## src/rtl/mem_lsu_if.sv

```systemverilog
// mem_lsu_if: core request/response handshake plus byte-enabled memory bus.
// Latency: none, wires only.
// Backpressure: req_valid/req_ready and rsp_valid/rsp_ready handshakes; mem_stall holds the bus.
// Signals: req_* core request, rsp_* core response, mem_* memory bus.
// The 'master' modport is the LSU view: it masters the memory bus and answers the core.
// The 'slave' modport is the surrounding core-plus-memory view.
interface mem_lsu_if #(
  parameter int addr_w = 32
) ();
  // core request
  logic              req_valid;
  logic              req_ready;
  logic [addr_w-1:0] req_addr;
  logic [31:0]       req_wdata;
  logic              req_we;
  logic [1:0]        req_size;
  logic              req_signed;
  // core response
  logic              rsp_valid;
  logic              rsp_ready;
  logic [31:0]       rsp_rdata;
  logic [1:0]        rsp_err;
  // memory bus
  logic [addr_w-1:0] mem_addr;
  logic [31:0]       mem_wdata;
  logic [3:0]        mem_b_en;
  logic              mem_w_en;
  logic [31:0]       mem_rdata;
  logic              mem_stall;
  logic              mem_error;

  modport master (
    input  req_valid, req_addr, req_wdata, req_we, req_size, req_signed,
    input  rsp_ready,
    input  mem_rdata, mem_stall, mem_error,
    output req_ready,
    output rsp_valid, rsp_rdata, rsp_err,
    output mem_addr, mem_wdata, mem_b_en, mem_w_en
  );

  modport slave (
    output req_valid, req_addr, req_wdata, req_we, req_size, req_signed,
    output rsp_ready,
    output mem_rdata, mem_stall, mem_error,
    input  req_ready,
    input  rsp_valid, rsp_rdata, rsp_err,
    input  mem_addr, mem_wdata, mem_b_en, mem_w_en
  );
endinterface

```

## src/rtl/mem_lsu.sv

```systemverilog
// mem_lsu: single-access load/store initiator for a byte-enabled single-port data memory.
// Latency: from accept, store response cycle 2, load cycle 3, misaligned cycle 1; +1 per stalled cycle.
// Backpressure: one access in flight; req_ready only in IDLE; response held until rsp_ready; mem_stall freezes the bus.
// Ports: gclk (rising edge), reset (synchronous, active-high),
//        bus (mem_lsu_if.master): req_* in / req_ready out, rsp_* out / rsp_ready in,
//        mem_addr/mem_wdata/mem_b_en/mem_w_en out, mem_rdata/mem_stall/mem_error in.
module mem_lsu #(
  parameter int addr_w      = 32,
  parameter int stall_limit = 16   // 1..255 consecutive stalled ACCESS cycles before abort
) (
  input  logic      gclk,
  input  logic      reset,
  mem_lsu_if.master bus
);

  typedef enum logic [1:0] {
    IDLE    = 2'd0,
    ACCESS  = 2'd1,
    CAPTURE = 2'd2,
    RESP    = 2'd3
  } state_t;

  // Latched request, held for the whole transaction.
  typedef struct packed {
    logic [addr_w-1:0] addr;
    logic [31:0]       wdata;
    logic              we;
    logic [1:0]        size;
    logic              sext;
  } req_t;

  localparam logic [1:0] err_ok      = 2'b00;
  localparam logic [1:0] err_align   = 2'b01;
  localparam logic [1:0] err_bus     = 2'b10;
  localparam logic [1:0] err_timeout = 2'b11;
  localparam logic [7:0] stall_lim   = 8'(stall_limit);

  state_t      state, state_nxt;
  req_t        req_q;
  logic [7:0]  stall_cnt;
  logic [31:0] rdata_q;
  logic [1:0]  err_q;

  logic        bad_align;
  logic        stall_hit;
  logic [3:0]  lane_en;
  logic [31:0] lane_wdat;
  logic [7:0]  rd_byte;
  logic [15:0] rd_half;
  logic [31:0] load_val;

  // Size 11 is illegal; half needs addr[0]=0; word needs addr[1:0]=00.
  function automatic logic misaligned(input logic [1:0] size, input logic [1:0] lo);
    case (size)
      2'b00:   misaligned = 1'b0;
      2'b01:   misaligned = lo[0];
      2'b10:   misaligned = (lo != 2'b00);
      default: misaligned = 1'b1;
    endcase
  endfunction

  assign bad_align = misaligned(bus.req_size, bus.req_addr[1:0]);

  // The access that would make the stall run reach the limit aborts instead.
  assign stall_hit = bus.mem_stall && (stall_cnt == stall_lim - 8'd1);

  // Lane enables and lane-replicated write data from the latched request.
  always_comb begin
    lane_en   = 4'b0000;
    lane_wdat = req_q.wdata;
    case (req_q.size)
      2'b00: begin
        lane_en   = 4'b0001 << req_q.addr[1:0];
        lane_wdat = {4{req_q.wdata[7:0]}};
      end
      2'b01: begin
        lane_en   = req_q.addr[1] ? 4'b1100 : 4'b0011;
        lane_wdat = {2{req_q.wdata[15:0]}};
      end
      2'b10: begin
        lane_en   = 4'b1111;
      end
      default: begin
        lane_en   = 4'b0000;
      end
    endcase
  end

  // Pick the addressed lane out of the returned word and extend it.
  always_comb begin
    rd_byte  = bus.mem_rdata[{req_q.addr[1:0], 3'b000} +: 8];
    rd_half  = req_q.addr[1] ? bus.mem_rdata[31:16] : bus.mem_rdata[15:0];
    load_val = bus.mem_rdata;
    case (req_q.size)
      2'b00:   load_val = {{24{req_q.sext & rd_byte[7]}}, rd_byte};
      2'b01:   load_val = {{16{req_q.sext & rd_half[15]}}, rd_half};
      default: load_val = bus.mem_rdata;
    endcase
  end

  // State register.
  always_ff @(posedge gclk) begin
    if (reset) begin
      state <= IDLE;
    end else begin
      state <= state_nxt;
    end
  end

  // Next state and state-decoded outputs. The memory bus is only driven in
  // ACCESS; everywhere else it is zero, so a timeout drops the enables at once.
  always_comb begin
    state_nxt     = state;
    bus.req_ready = 1'b0;
    bus.rsp_valid = 1'b0;
    bus.mem_addr  = '0;
    bus.mem_wdata = '0;
    bus.mem_b_en  = 4'b0000;
    bus.mem_w_en  = 1'b0;
    case (state)
      IDLE: begin
        bus.req_ready = !reset;
        if (bus.req_valid && !reset) begin
          state_nxt = bad_align ? RESP : ACCESS;
        end
      end
      ACCESS: begin
        bus.mem_addr  = {req_q.addr[addr_w-1:2], 2'b00};
        bus.mem_wdata = lane_wdat;
        bus.mem_b_en  = lane_en;
        bus.mem_w_en  = req_q.we;
        // Stall takes priority: mem_error is only meaningful once the stall drops.
        if (bus.mem_stall) begin
          if (stall_hit) begin
            state_nxt = RESP;
          end
        end else if (bus.mem_error || req_q.we) begin
          state_nxt = RESP;
        end else begin
          state_nxt = CAPTURE;
        end
      end
      CAPTURE: begin
        state_nxt = RESP;
      end
      RESP: begin
        bus.rsp_valid = 1'b1;
        if (bus.rsp_ready) begin
          state_nxt = IDLE;
        end
      end
      default: begin
        state_nxt = IDLE;
      end
    endcase
  end

  // Request latch, stall counter and response registers.
  always_ff @(posedge gclk) begin
    if (reset) begin
      req_q     <= '0;
      stall_cnt <= 8'd0;
      rdata_q   <= 32'd0;
      err_q     <= err_ok;
    end else begin
      // ACCESS only loops on itself while stalled; any exit clears the count.
      if (state == ACCESS && state_nxt == ACCESS) begin
        stall_cnt <= stall_cnt + 8'd1;
      end else begin
        stall_cnt <= 8'd0;
      end

      case (state)
        IDLE: begin
          if (bus.req_valid) begin
            req_q   <= {bus.req_addr, bus.req_wdata, bus.req_we, bus.req_size, bus.req_signed};
            // Cleared here so stores and failed accesses report zero data.
            rdata_q <= 32'd0;
            err_q   <= bad_align ? err_align : err_ok;
          end
        end
        ACCESS: begin
          if (bus.mem_stall) begin
            if (stall_hit) begin
              err_q <= err_timeout;
            end
          end else if (bus.mem_error) begin
            err_q <= err_bus;
          end
        end
        CAPTURE: begin
          rdata_q <= load_val;
        end
        default: begin
        end
      endcase
    end
  end

  assign bus.rsp_rdata = rdata_q;
  assign bus.rsp_err   = err_q;

endmodule

```

## src/flat_wrapper.sv

```systemverilog
// flat-port wrapper written by rule: the top's interface ports become plain ports
module mem_lsu_flat 
#(
  parameter int addr_w      = 32,
  parameter int stall_limit = 16                                                           
)
  (gclk, reset, bus_req_valid, bus_req_addr, bus_req_wdata, bus_req_we, bus_req_size, bus_req_signed, bus_rsp_ready, bus_mem_rdata, bus_mem_stall, bus_mem_error, bus_req_ready, bus_rsp_valid, bus_rsp_rdata, bus_rsp_err, bus_mem_addr, bus_mem_wdata, bus_mem_b_en, bus_mem_w_en);
  mem_lsu_if #(.addr_w(addr_w)) bus_i ();
  input  logic gclk;
  input  logic reset;
  input wire logic [$bits(bus_i.req_valid)-1:0] bus_req_valid;
  input wire logic [$bits(bus_i.req_addr)-1:0] bus_req_addr;
  input wire logic [$bits(bus_i.req_wdata)-1:0] bus_req_wdata;
  input wire logic [$bits(bus_i.req_we)-1:0] bus_req_we;
  input wire logic [$bits(bus_i.req_size)-1:0] bus_req_size;
  input wire logic [$bits(bus_i.req_signed)-1:0] bus_req_signed;
  input wire logic [$bits(bus_i.rsp_ready)-1:0] bus_rsp_ready;
  input wire logic [$bits(bus_i.mem_rdata)-1:0] bus_mem_rdata;
  input wire logic [$bits(bus_i.mem_stall)-1:0] bus_mem_stall;
  input wire logic [$bits(bus_i.mem_error)-1:0] bus_mem_error;
  output wire logic [$bits(bus_i.req_ready)-1:0] bus_req_ready;
  output wire logic [$bits(bus_i.rsp_valid)-1:0] bus_rsp_valid;
  output wire logic [$bits(bus_i.rsp_rdata)-1:0] bus_rsp_rdata;
  output wire logic [$bits(bus_i.rsp_err)-1:0] bus_rsp_err;
  output wire logic [$bits(bus_i.mem_addr)-1:0] bus_mem_addr;
  output wire logic [$bits(bus_i.mem_wdata)-1:0] bus_mem_wdata;
  output wire logic [$bits(bus_i.mem_b_en)-1:0] bus_mem_b_en;
  output wire logic [$bits(bus_i.mem_w_en)-1:0] bus_mem_w_en;
  assign bus_i.req_valid = bus_req_valid;
  assign bus_i.req_addr = bus_req_addr;
  assign bus_i.req_wdata = bus_req_wdata;
  assign bus_i.req_we = bus_req_we;
  assign bus_i.req_size = bus_req_size;
  assign bus_i.req_signed = bus_req_signed;
  assign bus_i.rsp_ready = bus_rsp_ready;
  assign bus_i.mem_rdata = bus_mem_rdata;
  assign bus_i.mem_stall = bus_mem_stall;
  assign bus_i.mem_error = bus_mem_error;
  assign bus_req_ready = bus_i.req_ready;
  assign bus_rsp_valid = bus_i.rsp_valid;
  assign bus_rsp_rdata = bus_i.rsp_rdata;
  assign bus_rsp_err = bus_i.rsp_err;
  assign bus_mem_addr = bus_i.mem_addr;
  assign bus_mem_wdata = bus_i.mem_wdata;
  assign bus_mem_b_en = bus_i.mem_b_en;
  assign bus_mem_w_en = bus_i.mem_w_en;
  mem_lsu #(.addr_w(addr_w), .stall_limit(stall_limit)) u_core (.gclk(gclk), .reset(reset), .bus(bus_i));
endmodule
```

## config.mk

```make
export PLATFORM = sky130hd
export DESIGN_NAME = mem_lsu_flat
export DESIGN_NICKNAME = d
export VERILOG_FILES = /design/src/rtl/mem_lsu_if.sv /design/src/rtl/mem_lsu.sv /design/src/flat_wrapper.sv
export SDC_FILE = /design/constraint.sdc
export NUM_CORES = 1
export LEC_CHECK = 0
export ABC_AREA = 1
export CAP_MARGIN = 30
export CORE_MARGIN = 2
export CORE_UTILIZATION = 40
export CTS_CLUSTER_SIZE = 25
export DETAILED_ROUTE_END_ITERATION = 10
export GPL_TIMING_DRIVEN = 0
export PLACE_DENSITY = 0.85
export SYNTH_ARGS = -nofsm -noshare
export SYNTH_HDL_FRONTEND = slang
export SYNTH_SLANG_ARGS = --single-unit
```

## constraint.sdc

```tcl
create_clock -name gclk -period 1.65 [get_ports gclk]
set_clock_uncertainty 0.2 [all_clocks]
set_input_delay 0.33 -clock gclk [delete_from_list [all_inputs] [get_ports gclk]]
set_output_delay 0.33 -clock gclk [all_outputs]
set_load 0.02 [all_outputs]
```

### Word-level counts from Yosys, hierarchy flattened

Cells that the tools add are included.

* bits in registers: 112
* output and inout port bits: 105
* input port bits: 106
* logic and storage cells: 69

* add/sub/neg operators: 1
* bitwise gates (word level): 3
* shifts and indexed selects: 2
* equality and inequality tests: 12
* multiplexer cells: 27
* reductions and logical operators: 15

Operators by type and width (count)
* $pmux 32 s2: 3
* $mux 32: 3
* $shiftx 32x6->8: 1
* $mux 2: 9
* $mux 16: 1
* $pmux 4 s3: 1
* $add 8x1->8 const B: 1
* $eq 2x1->1 const B: 4
* $eq 2x2->1 const B: 4
* $eq 8x4->1 const B: 1
* $mux 4: 2
* $pmux 2 s4: 1
* $logic_not 2->1: 3
* $reduce_bool 2->1: 3
* $mux 1: 5
* $pmux 2 s2: 1
* $reduce_and 2->1: 2
* $reduce_and 4->1: 1
* $shl 1x2->4 const A: 1
* $logic_and 1x1->1: 3
* $ne 3x2->1 const B: 1
* $ne 3x3->1 const B: 1
* $pmux 1 s3: 1
* $and 1x1->1: 2
* other kinds (5): 5

### Longest topological paths before layout

* depth in word-level cells: 9
* gate-level depth with buffers: 11
* depth with buffers taken out: 9

### Least setup slack after synthesis

Ideal clock, no wire load.

* path kind: reg2out
* start: register u_core.req_q[2] (netlist bit)
* end: output port bus_mem_wdata[15]
* data required time: 1.120 ns
* cell stages (with the launch flop): 7
* setup slack: -0.268 ns
* path buffers: 3
* arrival time: 1.388 ns
* cells stage by stage: dfxtp_1 -> buf_4 -> inv_2 -> buf_4 -> buf_2 -> nor2_1 -> nor3_1

* longest elaborated chain between the ends: 3
* elaborated cells between the ends (all ways): 4
* those cells by class: eq/ne (1); mux (2); reduce/logical (1)

Ends and longest elaborated chain
* start, declared: RTL line mem_lsu.sv:39 `req_t req_q;`
* start signal, assigned: RTL line mem_lsu.sv:176 `req_q <= {bus.req_addr, bus.req_wdata, bus.req_we, bus.req_size, bus.req_signed};`
* $eq 2x1->1 or $logic_not 2->1 (tied branches): RTL line mem_lsu.sv:71 `case (req_q.size)`
* $pmux 32 s2 (*): RTL line mem_lsu.sv:71
* $mux 32 (*): RTL line mem_lsu.sv:120 `case (state)`
* end, declared: RTL line flat_wrapper.sv:26 `output wire logic [$bits(bus_i.mem_wdata)-1:0] bus_mem_wdata;`

Every way passes the cells marked *; elsewhere a longest branch is shown, timed or not.

### Final worst setup path

* start: register u_core.state[0]
* end: output port bus_mem_addr[24]

* longest elaborated chain between the ends: 2

Ends and longest elaborated chain
* start, declared: RTL line mem_lsu.sv:38 `state_t state, state_nxt;`
* start signal, assigned: RTL line mem_lsu.sv:106 `state <= state_nxt;`
* $eq 2x1->1: RTL line mem_lsu.sv:120
* $mux 32: RTL line mem_lsu.sv:120
* end, declared: RTL line flat_wrapper.sv:25 `output wire logic [$bits(bus_i.mem_addr)-1:0] bus_mem_addr;`

No other way between the ends.

==> impl_metrics.env <==
export IMPL_status="finished, violations left"
export IMPL_violations="negative setup slack"
export IMPL_slew_violations=0
export IMPL_grt_pass1_wl_um=30600
export IMPL_fin_crit_sh_pct=133
export IMPL_required_ns=1.12
export IMPL_fin_area_um2=9690
export IMPL_slew_headroom_pct=54.7
export IMPL_ir_worst_vdd_uv=881
export IMPL_placed_area_um2=8000
export IMPL_synthMuxAreaShare_pct=0
export IMPL_port_buffers=207
export IMPL_layout_nets=1196
export IMPL_setup_slack_ns=-0.541
export IMPL_initial_core_util_pct=41.4
export IMPL_place_gp_congestion=0.934
export IMPL_h_tree_depth=3
export IMPL_fin_crit_ns=2.19
export IMPL_synth_area_um2=5530
export IMPL_ys_types=38
export IMPL_hold_viol_final=0
export IMPL_final_cell_mix="nand2_1 (157), dfxtp_1 (106), clkdlybuf4s50_1 (102)"
export IMPL_ys_seq_area_share_pct=40.5
export IMPL_ioPinCount=211
export IMPL_yosys_area_share_simple_pct=27.0
export IMPL_holdPathStages=2
export IMPL_worst_path_max_fanout=6
export IMPL_fp_dieH_um=122
export IMPL_cts_sinks=112
export IMPL_synth_seq_cells=112
export IMPL_whs_ns=0.163
export IMPL_cp_slowest_cell="dfxtp_4"
export IMPL_synth_top_family_by_area="simple AND/OR/NAND/NOR gates"
export IMPL_path_depth=8
export IMPL_power_density_nw_per_um2=965
export IMPL_cp_top_family="buffers and inverters"
export IMPL_vias=6557
export IMPL_path_class="reg2out"
export IMPL_tritoncts="yes"
export IMPL_drive_gt1_share_pct=31.3
export IMPL_drt_vias_per_instance=5.17
export IMPL_dp_hpwl_um=13600
export IMPL_post_route_util_pct=72.6
export IMPL_worst_r2r_path_depth=9
export IMPL_cp_arrival_ns=1.66
export IMPL_grt_start_max_net_pins=18
export IMPL_hold_path_class="in2reg"
export IMPL_numCtsBuffers=9
export IMPL_ctsRootBufferMaster="clkbuf_16"
export IMPL_overflow=0
export IMPL_synthCells=823
export IMPL_dp_cells=1207
export IMPL_fp_coreArea_um2=13300
export IMPL_dr_pass1_iters=5
export IMPL_ys_warn_count=0
export IMPL_synth_area_leaders="dfxtp_1 (41%), nand2_1 (11%), nor2_1 (9.8%)"
export IMPL_synthXorXnorAreaFrac_pct=0.633
export IMPL_start_kind="flop"
export IMPL_cp_num_buf_inv=6
export IMPL_syn_avg_cell_area_um2=6.72
export IMPL_cp_end_kind="primary output"
export IMPL_max_stage_delay_ns=0.36
export IMPL_synth_compound_area_share_pct=21.1
export IMPL_yosysTopAreaCell="dfxtp_1"
export IMPL_setup_viol=69
export IMPL_synthAdderAreaFrac_pct=0.226
export IMPL_cp_cell_sequence="inv_4, nor2_4, buf_6, inv_8, clkbuf_16, buf_12, nor2_4, buf_6"
export IMPL_path_clk_slew_ns=0.07
export IMPL_synth_top_cell_area_share_pct=40.5
export IMPL_grtUsageTotal_pct=26.5
export IMPL_p_leak_nw=4.03
export IMPL_fp_row_count=42
export IMPL_drtAntennaViolNets=0
export IMPL_syn_to_final_growth_pct=75.2
export IMPL_worst_slew_pin_slew_ns=0.680
export IMPL_drtIter0Drc=555
export IMPL_fin_setup_tns_ns=-26.50
export IMPL_die_area_um2=14800
export IMPL_rsz0062_at_grt="yes"
export IMPL_wl_um=20600
export IMPL_ctsHoldBuffers=0
export IMPL_fmax_mhz=456
export IMPL_cap_violations=0
export IMPL_drc_errors=0
export IMPL_final_common_cell="nand2_1"
export IMPL_routedWlPerCell_um=16.2
export IMPL_antenna_found_initial=1
export IMPL_n_antenna_cell=0
export IMPL_grt_pass1_vias=6064
export IMPL_die_w_um=122
export IMPL_instances_no_fill=1269
export IMPL_cts_buffer_depth=2
export IMPL_clk_latency_ns=0.36
[final timing paths]
check	start	end	slack, ns
min reg2reg	u_core.stall_cnt[0]$_SDFF_PP0_	u_core.stall_cnt[0]$_SDFF_PP0_	0.22
max	u_core.state[0]$_SDFF_PP0_	bus_mem_addr[24]	-0.54
max reg2reg	u_core.state[1]$_SDFF_PP0_	u_core.bus.rsp_rdata[26]$_SDFFE_PP0P_	0
min	reset	u_core.state[0]$_SDFF_PP0_	0.16
[timing repair]
item                                    4_1_cts  5_1_grt
pin swaps                                     8       15
cloned                                        6        2
gates resized for setup                     589       93
setup buffers                                28       16
endpoints found under the setup margin      170      141
[flip-flops by register name, indices dropped and copies added, names as in the netlist]
register              count
u_core.req_q             68
u_core.bus.rsp_rdata     32
u_core.stall_cnt          8
u_core.bus.rsp_err        2
u_core.state              2
[per-layer routing]
metal | vias up | global-route usage (%) | wire (µm)
met3 | 47 | 7.82 | 1620
met4 | 2 | 8.76 | 553
li1 | 3187 | - | -
met1 | 3043 | 31.8 | 8030
met2 | 278 | 45.6 | 10400
met5 | - | 0 | 12
[cells by family (layout without fill, tap and decap cells)]
logic type	Yosys count	count (layout)
flops	112	112
fa+ha+maj	1	1
simple gates	356	356
other cells	1	2
buf+inv	128	397
compound gates	221	221
xor+xnor	4	4
[Yosys cell counts]
master,count
clkbuf_1,27
a21o_1,1
and3_1,1
nor3b_1,1
nand3_1,21
buf_4,6
nor2_2,1
inv_4,1
a21oi_1,83
ha_1,1
nor2_4,3
xor2_1,1
nand3_2,1
a21oi_2,10
nand4_1,2
buf_6,5
clkinv_2,1
inv_2,8
nor2_1,144
buf_1,2
buf_2,15
nor3_1,4
o22ai_1,8
o21ai_1,21
nand3b_1,1
buf_8,1
inv_1,62
a31oi_1,7
conb_1,1
nor2_8,1
dfxtp_1,112
o21ai_0,90
xnor2_1,3
or2_2,1
nand2_1,159
nand2_2,14
o311ai_0,1
nand3_4,2
[report_power, final]
group          switching (W)  internal [W]  leakage (nW)
clock network        0.00100       0.00152         0.169
logic                0.00203       0.00167          2.94
registers           0.000163       0.00297         0.922
[per-stage QoR]
step	power [W]	setup WS, ns
finish	0.00936	-0.541
global placement	0.00577	-0.926
global route	0.00977	-0.595
CTS	0.00903	-0.568
floorplan	0.00478	-0.0794
detailed placement	0.00581	-0.894
[cell type report]
cell class                 instances  area [µm²]
fill                            1046        3650
clock inverter                     5         104
inverter                          72         308
timing repair inverter             1        8.76
multi-input combinational        584        3410
buffer                            52         531
sequential                       112        2260
timing repair buffer             257        2620
tap                              176         220
clock buffer                      10         239
(Power assumes the default switching activity.)
